===== src/rtl/muldiv_ctrl_pkg.sv =====
// muldiv_ctrl_pkg
// Shared definitions for the execute-stage controller and the ALU:
//   - 4-bit ALU operation codes (consumed by the ALU)
//   - MIPS opcode / funct encodings recognised by the decoder
//   - multiply/divide FSM state encoding
package muldiv_ctrl_pkg;

  localparam logic [3:0] ALU_ADD  = 4'b0000;
  localparam logic [3:0] ALU_ADDU = 4'b0001;
  localparam logic [3:0] ALU_SUB  = 4'b0010;
  localparam logic [3:0] ALU_SUBU = 4'b0011;
  localparam logic [3:0] ALU_AND  = 4'b0100;
  localparam logic [3:0] ALU_OR   = 4'b0101;
  localparam logic [3:0] ALU_NOR  = 4'b0110;
  localparam logic [3:0] ALU_XOR  = 4'b0111;
  localparam logic [3:0] ALU_SLT  = 4'b1000;
  localparam logic [3:0] ALU_SLTU = 4'b1001;
  localparam logic [3:0] ALU_SLL  = 4'b1010;
  localparam logic [3:0] ALU_SRL  = 4'b1011;
  localparam logic [3:0] ALU_SRA  = 4'b1100;
  localparam logic [3:0] ALU_LUI  = 4'b1101;

  localparam logic [5:0] OP_RTYPE = 6'h00;
  localparam logic [5:0] OP_BEQ   = 6'h04;
  localparam logic [5:0] OP_BNE   = 6'h05;
  localparam logic [5:0] OP_ADDI  = 6'h08;
  localparam logic [5:0] OP_ADDIU = 6'h09;
  localparam logic [5:0] OP_SLTI  = 6'h0A;
  localparam logic [5:0] OP_SLTIU = 6'h0B;
  localparam logic [5:0] OP_ANDI  = 6'h0C;
  localparam logic [5:0] OP_ORI   = 6'h0D;
  localparam logic [5:0] OP_XORI  = 6'h0E;
  localparam logic [5:0] OP_LUI   = 6'h0F;
  localparam logic [5:0] OP_LW    = 6'h23;
  localparam logic [5:0] OP_SW    = 6'h2B;

  localparam logic [5:0] F_SLL   = 6'h00;
  localparam logic [5:0] F_SRL   = 6'h02;
  localparam logic [5:0] F_SRA   = 6'h03;
  localparam logic [5:0] F_SLLV  = 6'h04;
  localparam logic [5:0] F_SRLV  = 6'h06;
  localparam logic [5:0] F_SRAV  = 6'h07;
  localparam logic [5:0] F_MFHI  = 6'h10;
  localparam logic [5:0] F_MTHI  = 6'h11;
  localparam logic [5:0] F_MFLO  = 6'h12;
  localparam logic [5:0] F_MTLO  = 6'h13;
  localparam logic [5:0] F_MULT  = 6'h18;
  localparam logic [5:0] F_MULTU = 6'h19;
  localparam logic [5:0] F_DIV   = 6'h1A;
  localparam logic [5:0] F_DIVU  = 6'h1B;
  localparam logic [5:0] F_ADD   = 6'h20;
  localparam logic [5:0] F_ADDU  = 6'h21;
  localparam logic [5:0] F_SUB   = 6'h22;
  localparam logic [5:0] F_SUBU  = 6'h23;
  localparam logic [5:0] F_AND   = 6'h24;
  localparam logic [5:0] F_OR    = 6'h25;
  localparam logic [5:0] F_XOR   = 6'h26;
  localparam logic [5:0] F_NOR   = 6'h27;
  localparam logic [5:0] F_SLT   = 6'h2A;
  localparam logic [5:0] F_SLTU  = 6'h2B;

  typedef enum logic [1:0] {
    ST_IDLE = 2'd0,
    ST_MUL  = 2'd1,
    ST_DIV  = 2'd2
  } state_t;

endpackage


===== src/rtl/muldiv_iter.sv =====
// muldiv_iter
// Iterative 32-step multiply / divide datapath. Only built when MULDIV_EN
// is defined.
// Ports:
//   clk, rst_n      clock, asynchronous active-low reset (control only)
//   start           load operands and begin iterating
//   is_signed       treat a/b as two's complement
//   is_div          1 = restoring divide, 0 = shift-add multiply
//   a, b            operands (dividend/divisor for divide), sampled at start
//   done            final iteration this cycle; hi/lo are valid
//   hi, lo          result: product {hi,lo} or remainder/quotient
`ifdef MULDIV_EN
module muldiv_iter
  import muldiv_ctrl_pkg::*;
#(
  parameter int XLEN = 32,
  parameter int ITER = 32
) (
  input  logic            clk,
  input  logic            rst_n,
  input  logic            start,
  input  logic            is_signed,
  input  logic            is_div,
  input  logic [XLEN-1:0] a,
  input  logic [XLEN-1:0] b,
  output logic            done,
  output logic [XLEN-1:0] hi,
  output logic [XLEN-1:0] lo
);

  localparam int CW = $clog2(ITER);

  function automatic logic [XLEN-1:0] cneg(input logic neg, input logic [XLEN-1:0] v);
    return neg ? (~v + 1'b1) : v;
  endfunction

  function automatic logic [2*XLEN-1:0] cneg2(input logic neg, input logic [2*XLEN-1:0] v);
    return neg ? (~v + 1'b1) : v;
  endfunction

  logic            running;
  logic [CW-1:0]   cnt;
  logic            div_q, neg_q, sa_q, dz_q;
  logic [XLEN-1:0] mag, dvd_raw;
  // Multiply: {partial product high, multiplier shifting out low}.
  // Divide:   {partial remainder, dividend shifting in quotient bits}.
  logic [2*XLEN-1:0] acc, acc_nxt;
  logic [XLEN:0]     sum, shl;
  logic              a_neg, b_neg;
  logic [XLEN-1:0]   a_abs, b_abs;

  assign a_neg = is_signed & a[XLEN-1];
  assign b_neg = is_signed & b[XLEN-1];
  assign a_abs = cneg(a_neg, a);
  assign b_abs = cneg(b_neg, b);
  assign done  = running & (cnt == CW'(ITER - 1));

  always_ff @(posedge clk or negedge rst_n) begin
    if (!rst_n) begin
      running <= 1'b0;
      cnt     <= '0;
    end else if (start) begin
      running <= 1'b1;
      cnt     <= '0;
    end else if (running) begin
      cnt <= cnt + 1'b1;
      if (done) running <= 1'b0;
    end
  end

  always_ff @(posedge clk) begin
    if (start) begin
      div_q   <= is_div;
      neg_q   <= a_neg ^ b_neg;
      sa_q    <= a_neg;
      dz_q    <= (b == '0);
      dvd_raw <= a;
      mag     <= is_div ? b_abs : a_abs;
      acc     <= {{XLEN{1'b0}}, (is_div ? a_abs : b_abs)};
    end else if (running) begin
      acc <= acc_nxt;
    end
  end

  always_comb begin
    acc_nxt = acc;
    sum     = '0;
    shl     = '0;
    if (div_q) begin
      shl = {acc[2*XLEN-1:XLEN], acc[XLEN-1]};
      if (shl >= {1'b0, mag}) begin
        sum     = shl - {1'b0, mag};
        acc_nxt = {sum[XLEN-1:0], acc[XLEN-2:0], 1'b1};
      end else begin
        acc_nxt = {shl[XLEN-1:0], acc[XLEN-2:0], 1'b0};
      end
    end else begin
      sum     = {1'b0, acc[2*XLEN-1:XLEN]} + (acc[0] ? {1'b0, mag} : {(XLEN+1){1'b0}});
      acc_nxt = {sum, acc[XLEN-1:1]};
    end
  end

  // Results are taken from the final step directly so they can be written on
  // the done edge without an extra cycle.
  logic [2*XLEN-1:0] prod;
  always_comb begin
    prod = cneg2(neg_q, acc_nxt);
    hi   = prod[2*XLEN-1:XLEN];
    lo   = prod[XLEN-1:0];
    if (div_q) begin
      if (dz_q) begin
        lo = '1;
        hi = dvd_raw;
      end else begin
        lo = cneg(neg_q, acc_nxt[XLEN-1:0]);
        hi = cneg(sa_q, acc_nxt[2*XLEN-1:XLEN]);
      end
    end
  end

endmodule
`endif


===== src/rtl/muldiv_ctrl.sv =====
// muldiv_ctrl
// Execute-stage controller: decodes opcode/funct into the ALU op code and
// qualifiers, owns HI/LO and the iterative multiply/divide engine, and
// stalls HI/LO instructions while the engine is busy.
// Optional feature macro: MULDIV_EN (engine, HI/LO, stall). When undefined,
// HI/LO instructions decode as illegal and busy/stall/hilo outputs are 0.
// Ports:
//   clk, rst_n        clock, asynchronous active-low reset
//   valid_in          instruction in execute is valid
//   opcode, funct     instruction[31:26], instruction[5:0]
//   rs_val, rt_val    register operands
//   alu_ctrl          ALU operation code
//   shamt_sel         ALU A port takes instruction shamt
//   ovf_chk           overflow trap enabled
//   hilo_rd           writeback selects hilo_data
//   hilo_data         HI (mfhi) or LO (otherwise)
//   illegal           unrecognised encoding
//   busy              engine iterating
//   stall             hold PC/pipeline this cycle
module muldiv_ctrl
  import muldiv_ctrl_pkg::*;
#(
  parameter int XLEN = 32,
  parameter int ITER = 32
) (
  input  logic            clk,
  input  logic            rst_n,
  input  logic            valid_in,
  input  logic [5:0]      opcode,
  input  logic [5:0]      funct,
  input  logic [XLEN-1:0] rs_val,
  input  logic [XLEN-1:0] rt_val,
  output logic [3:0]      alu_ctrl,
  output logic            shamt_sel,
  output logic            ovf_chk,
  output logic            hilo_rd,
  output logic [XLEN-1:0] hilo_data,
  output logic            illegal,
  output logic            busy,
  output logic            stall
);

  always_comb begin
    alu_ctrl  = ALU_ADDU;
    shamt_sel = 1'b0;
    ovf_chk   = 1'b0;
    hilo_rd   = 1'b0;
    illegal   = 1'b0;
    if (valid_in) begin
      if (opcode == OP_RTYPE) begin
        case (funct)
          F_ADD:  begin alu_ctrl = ALU_ADD; ovf_chk = 1'b1; end
          F_ADDU: alu_ctrl = ALU_ADDU;
          F_SUB:  begin alu_ctrl = ALU_SUB; ovf_chk = 1'b1; end
          F_SUBU: alu_ctrl = ALU_SUBU;
          F_AND:  alu_ctrl = ALU_AND;
          F_OR:   alu_ctrl = ALU_OR;
          F_XOR:  alu_ctrl = ALU_XOR;
          F_NOR:  alu_ctrl = ALU_NOR;
          F_SLT:  alu_ctrl = ALU_SLT;
          F_SLTU: alu_ctrl = ALU_SLTU;
          F_SLL:  begin alu_ctrl = ALU_SLL; shamt_sel = 1'b1; end
          F_SRL:  begin alu_ctrl = ALU_SRL; shamt_sel = 1'b1; end
          F_SRA:  begin alu_ctrl = ALU_SRA; shamt_sel = 1'b1; end
          F_SLLV: alu_ctrl = ALU_SLL;
          F_SRLV: alu_ctrl = ALU_SRL;
          F_SRAV: alu_ctrl = ALU_SRA;
`ifdef MULDIV_EN
          F_MFHI, F_MFLO: hilo_rd = 1'b1;
          F_MTHI, F_MTLO, F_MULT, F_MULTU, F_DIV, F_DIVU: begin end
`endif
          default: illegal = 1'b1;
        endcase
      end else begin
        case (opcode)
          OP_ADDI:      begin alu_ctrl = ALU_ADD; ovf_chk = 1'b1; end
          OP_ADDIU:     alu_ctrl = ALU_ADDU;
          OP_SLTI:      alu_ctrl = ALU_SLT;
          OP_SLTIU:     alu_ctrl = ALU_SLTU;
          OP_ANDI:      alu_ctrl = ALU_AND;
          OP_ORI:       alu_ctrl = ALU_OR;
          OP_XORI:      alu_ctrl = ALU_XOR;
          OP_LUI:       alu_ctrl = ALU_LUI;
          OP_LW, OP_SW: alu_ctrl = ALU_ADDU;
          OP_BEQ, OP_BNE: alu_ctrl = ALU_SUBU;
          default:      illegal = 1'b1;
        endcase
      end
    end
  end

`ifdef MULDIV_EN
  state_t          state, state_nxt;
  logic            r_type, is_mfhi, is_mflo, is_mthi, is_mtlo, is_md, hilo_op;
  logic            start, done;
  logic [XLEN-1:0] hi_reg, lo_reg, it_hi, it_lo;

  assign r_type  = (opcode == OP_RTYPE);
  assign is_mfhi = r_type & (funct == F_MFHI);
  assign is_mflo = r_type & (funct == F_MFLO);
  assign is_mthi = r_type & (funct == F_MTHI);
  assign is_mtlo = r_type & (funct == F_MTLO);
  assign is_md   = r_type & ((funct == F_MULT) | (funct == F_MULTU) |
                             (funct == F_DIV)  | (funct == F_DIVU));
  assign hilo_op = is_mfhi | is_mflo | is_mthi | is_mtlo | is_md;

  assign busy      = (state != ST_IDLE);
  assign stall     = valid_in & busy & hilo_op;
  // A mult/div while busy is itself stalled, so acceptance reduces to ~busy.
  assign start     = valid_in & ~busy & is_md;
  assign hilo_data = (funct == F_MFHI) ? hi_reg : lo_reg;

  always_ff @(posedge clk or negedge rst_n) begin
    if (!rst_n) state <= ST_IDLE;
    else        state <= state_nxt;
  end

  always_comb begin
    state_nxt = state;
    case (state)
      ST_IDLE:        if (start) state_nxt = funct[1] ? ST_DIV : ST_MUL;
      ST_MUL, ST_DIV: if (done)  state_nxt = ST_IDLE;
      default:        state_nxt = ST_IDLE;
    endcase
  end

  // mthi/mtlo are stalled while busy, so they never collide with done.
  always_ff @(posedge clk or negedge rst_n) begin
    if (!rst_n) begin
      hi_reg <= '0;
      lo_reg <= '0;
    end else if (done) begin
      hi_reg <= it_hi;
      lo_reg <= it_lo;
    end else if (valid_in & ~stall) begin
      if (is_mthi) hi_reg <= rt_val;
      if (is_mtlo) lo_reg <= rt_val;
    end
  end

  muldiv_iter #(.XLEN(XLEN), .ITER(ITER)) u_iter (
    .clk       (clk),
    .rst_n     (rst_n),
    .start     (start),
    .is_signed (~funct[0]),
    .is_div    (funct[1]),
    .a         (rs_val),
    .b         (rt_val),
    .done      (done),
    .hi        (it_hi),
    .lo        (it_lo)
  );
`else
  localparam int unused_iter = ITER;
  logic unused_ports;
  assign unused_ports = ^{clk, rst_n, rs_val, rt_val};
  assign busy      = 1'b0;
  assign stall     = 1'b0;
  assign hilo_data = '0;
`endif

endmodule


===== config.mk =====
export PLATFORM = sky130hd
export DESIGN_NAME = muldiv_ctrl
export DESIGN_NICKNAME = d
export VERILOG_FILES = /design/src/rtl/muldiv_ctrl_pkg.sv /design/src/rtl/muldiv_iter.sv /design/src/rtl/muldiv_ctrl.sv
export SDC_FILE = /design/constraint.sdc
export NUM_CORES = 1
export LEC_CHECK = 0
export ABC_AREA = 1
export CELL_PAD_IN_SITES_DETAIL_PLACEMENT = 1
export CELL_PAD_IN_SITES_GLOBAL_PLACEMENT = 2
export CORE_MARGIN = 2
export CORE_UTILIZATION = 10
export DETAILED_ROUTE_END_ITERATION = 8
export PLACE_DENSITY_LB_ADDON = 0.1
export SETUP_SLACK_MARGIN = 0.02
export SYNTH_ARGS = -nofsm -noshare
export SYNTH_HDL_FRONTEND = slang
export SYNTH_SLANG_ARGS = --single-unit

===== constraint.sdc =====
create_clock -name vclk -period 1.05
set_clock_uncertainty 0.15 [all_clocks]
set_input_delay 0.1575 -clock vclk [all_inputs]
set_output_delay 0.1575 -clock vclk [all_outputs]
set_load 0.1 [all_outputs]

======== After elaboration in Yosys (flattened, before gate mapping) ========
Index checks and enable logic that the tools add are counted.
W data, S select, Z words.
storage, ports and cells
  flip-flop bits (word level) ............. 0
  output and inout port bits .............. 42
  word-level logic and storage cells ...... 52
operators by class
  eq/ne operators ......................... 27
  multiplexer cells ....................... 15
  reduce and logical (&&, ||, !) cells .... 10
operator list
  kind                  number
  $eq A6 B6 Y1 const B  12
  $eq A6 B4 Y1 const B  8
  $pmux W4 S12          1
  $pmux W4 S8           1
  $eq A6 B3 Y1 const B  5
  $reduce_or A16 Y1     1
  $eq A6 B2 Y1 const B  2
  $logic_not A6 Y1      2
  $reduce_or A12 Y1     1
  $mux W1               11
  $reduce_or A2 Y1      5
  $mux W4               2
  $reduce_or A3 Y1      1

======== Depth between registers and ports, before layout ========
  word-level depth ........................ 5
  gate-level depth with buffers ........... 10
  depth with buffers taken out ............ 10

======== Worst setup path after synthesis ========
OpenSTA, ideal clock, no wires.
  kind .................................... input-to-output
  start point ............................. input opcode[5]
  end point ............................... output alu_ctrl[1]
  data arrival time ....................... 2.092 ns
  required time ........................... 0.742 ns
  setup slack ............................. -1.349 ns
  stages .................................. 5
  path buffers ............................ 0
  path through ............................ nor2_4 > nand2_2 > nor2_4 > nand2_2 > a21oi_1
on the way
  longest elaborated chain between the ends .. 5
RTL lines
  element           line               text
  from (decl)       muldiv_ctrl.sv:29  input logic [5:0] opcode,
  $eq A6 B3 Y1      muldiv_ctrl.sv:75  case (opcode)
  $reduce_or A2 Y1  muldiv_ctrl.sv:75
  $pmux W4 S8       muldiv_ctrl.sv:75
  $mux W4 *         muldiv_ctrl.sv:50  if (opcode == OP_RTYPE) begin
  $mux W4 *         muldiv_ctrl.sv:49  if (valid_in) begin
  to (decl)         muldiv_ctrl.sv:33  output logic [3:0] alu_ctrl,
Mark *: on every way between the ends. The rest lies on a longest branch, timed or not.

======== Worst setup path after layout ========
  start point ............................. input opcode[5]
  end point ............................... output alu_ctrl[0]
The elaborated chain is that of the path after synthesis.

==> metrics.md <==
| Metric | Value |
|---|---|
| Class of the worst hold path | `in -> out` |
| VDD IR max | `0.0002121 V` |
| Static Leakage | `0.6993 nW` |
| Total power density per cell area | `660.7 nW/um^2` |
| Number of clock-tree buffers in the layout | `0` |
| Average wire per cell in the routed design | `just over 9 um` |
| Total power consumption of the routed design | `approximately 940 uW` |
| Share of final-layout standard cells stronger than drive strength 1 | `a little under three fifths` |
| Sequential fraction of the synthesis area | `0%` |
| Arrival time of data at the critical path endpoint | `1.26 ns` |
| Number of setup violations in the final report | `7` |
| Die outline height | `roughly 90 um` |
| Library cell contributing the largest single delay on the critical path | `sky130_fd_sc_hd__buf_12` |
| Initial DRT Pass Iterations | `2` |
| Final design area excluding fillers | `1429 um^2` |
| Largest delay contributor family on the critical path | `buffers and inverters` |
| Number of antenna violations at the first check in global routing | `0` |
| Effective utilization at floorplan | `a little over 10%` |
| Minimum clock period | `approximately 1.6 ns` |
| Largest net degree at the start of global routing | `8` |
| Via count normalized by instance count | `approximately 3.1` |
| Detailed placement HPWL | `approximately 2300 um` |
| Die area | `a little over 8000 um^2` |
| Critical path capture point type | `output pin` |
| Post-synthesis average cell area | `between 5 and 6 um^2` |
| Buffers on Ports | `20` |
| GR Util All Layers | `6.585%` |
| Die W | `between 90 and 100 um` |
| Setup repair after global routing missed its margin | `yes` |
| Setup crit start kind | `input port` |
| Number of nets still failing antenna checks after routing | `0` |
| Maximum net fanout on the critical path | `5` |
| Footprint of the flip-flops and latches | `0 um^2` |
| Cells along the critical path | `buf_8 > nor2_4 > buf_4 > buf_4 > nand3_2 > nand4_1 > nand3_2 > nand2_2 > clkinvlp_4 > buf_12` |
| Signed area change from the synthesized netlist to the final layout | `91.93%` |
| Vias in the first global route | `about 1k` |
| Fmax | `approximately 0.64 GHz` |
| Status | `finished with violations` |
| Number of DRC violations after detailed-routing iteration 0 | `4` |
| Worst Setup Path Type | `in -> out` |
| Sum of routed wire length over all layers | `between 2000 and 3000 um` |
| Max-cap viol count | `0` |
| Failing checks | `setup timing` |
| Summed negative setup slack over all endpoints | `-3.119 ns` |
| Max-slew violations | `0` |
| Antenna cell count | `0` |
| Sum of overflow across all layers after global routing | `0` |
| Utilization of the core after routing | `between 10% and 20%` |
| Post-layout nets | `roughly 270` |
| Final Wtd Congestion | `0.6974` |
| Post-Synthesis Cells | `between 100 and 150` |
| FP Rows | `31` |
| Sequential cells | `0` |
| Worst Slack Setup Final | `-0.5192 ns` |
| Total of warnings raised by yosys | `0` |
| Post-synthesis instance area | `744.5 um^2` |
| Hold Violations, Final | `0` |
| Post-detailed-route DRC marker count | `0` |
| Synth unique cells | `20` |
| First-pass GRT wire length | `between 4000 and 5000 um` |
| Instance area at placement | `1247 um^2` |
| Count of buffering cells on the critical path with inverters included | `5` |
| Worst path required time | `0.74 ns` |
| Fin crit share | `149.4%` |
| Floorplan core area | `7214 um^2` |
| Number of I/O pins | `around 120` |
| Number of hold buffers added after CTS | `0` |
| Total vias in the final route | `908` |
| Largest stage delay, worst path | `roughly 0.17 ns` |
tightest hold or removal path, delay by kind of cell:
family / cells / cell delay [ns]
AO/OA/AOI/OAI: 1 / 0.06
buffers and inverters: 2 / 0.40
AND/OR/NAND/NOR: 1 / 0.12
power by group:
part	internal, mW	total [mW]	switching, mW
logic	0.176	0.944	0.768
registers	0	0	0
clock network	0	0	0
cells by family after synthesis:
| group | share of synthesized area [%] |
|---|---|
| and+or+nand+nor | 46.22 |
| buffers and inverters | 45.88 |
| other | 0.5037 |
| AOI/OAI and AO/OA | 7.395 |
metal layers:
layer	wire (um)	track usage, %	up-vias
met5	0	0	-
met4	0	0	0
met3	111	0.4174	0
met2	1516	13.78	26
met1	1036	7.626	420
li1	-	-	462
worst paths after layout:
path	from	to	slack [ns]	depth (start not counted)
max	opcode[5]	alu_ctrl[0]	-0.52	10
min	valid_in	alu_ctrl[1]	0.75	4
cells in the final DEF (no fill, tap or decap), drive strengths merged:
cell type / instances
clkinv: 1
o2111a: 1
nor3: 3
clkbuf: 1
nor2: 24
clkinvlp: 2
nand3: 12
nand4: 1
o21ai: 6
a21oi: 2
buf: 51
nand2: 32
nand3b: 1
clkdlybuf4s15: 1
conb: 35
inv: 18
final cells by class:
| type | instances | area [um^2] |
|---|---|---|
| timing repair buffer | 53 | 499.2 |
| fill | 922 | 5786 |
| tap | 99 | 123.9 |
| inverter | 21 | 91.34 |
| multi-input combinational | 117 | 714.4 |
timing repair:
action | CTS | global route
setup buffers | 8 | 1
pin swaps | 22 | 8
resized for setup | 89 | 10
setup endpoints to repair | 7 | 7
cloned | 0 | 0
synthesized netlist by cell type:
library cell	n	area share [%]
sky130_fd_sc_hd__buf_4	35	35
sky130_fd_sc_hd__conb_1	1	0.50
sky130_fd_sc_hd__nor2_2	4	3.4
sky130_fd_sc_hd__nand2_2	4	3.4
sky130_fd_sc_hd__o21ai_1	4	2.7
sky130_fd_sc_hd__nand2_1	28	14
sky130_fd_sc_hd__nor3_1	3	2.0
sky130_fd_sc_hd__nand4_1	1	0.84
sky130_fd_sc_hd__a21oi_1	1	0.67
sky130_fd_sc_hd__nor2_1	18	9.1
sky130_fd_sc_hd__o2111a_1	1	1.5
sky130_fd_sc_hd__nand3_2	2	2.7
sky130_fd_sc_hd__inv_2	9	4.5
sky130_fd_sc_hd__nand3b_1	1	1.0
sky130_fd_sc_hd__clkinv_1	1	0.50
sky130_fd_sc_hd__a21oi_2	1	1.2
sky130_fd_sc_hd__inv_1	11	5.5
sky130_fd_sc_hd__nand3_1	10	6.7
sky130_fd_sc_hd__nor2_4	2	3.0
sky130_fd_sc_hd__o21ai_0	2	1.3
stage by stage:
| stage | std cells | hold slack [ns] | setup slack (ns) |
|---|---|---|---|
| floorplan | 173 | 0.4470 | -0.5017 |
| global placement | 281 | 1.099 | -0.9864 |
| detailed placement | 281 | 1.102 | -0.9866 |
| CTS | 289 | 0.7521 | -0.5785 |
| global route | 290 | 0.7723 | -0.5980 |
| finish | 290 | 0.7499 | -0.5192 |
Power figures use the tool's default switching activity.
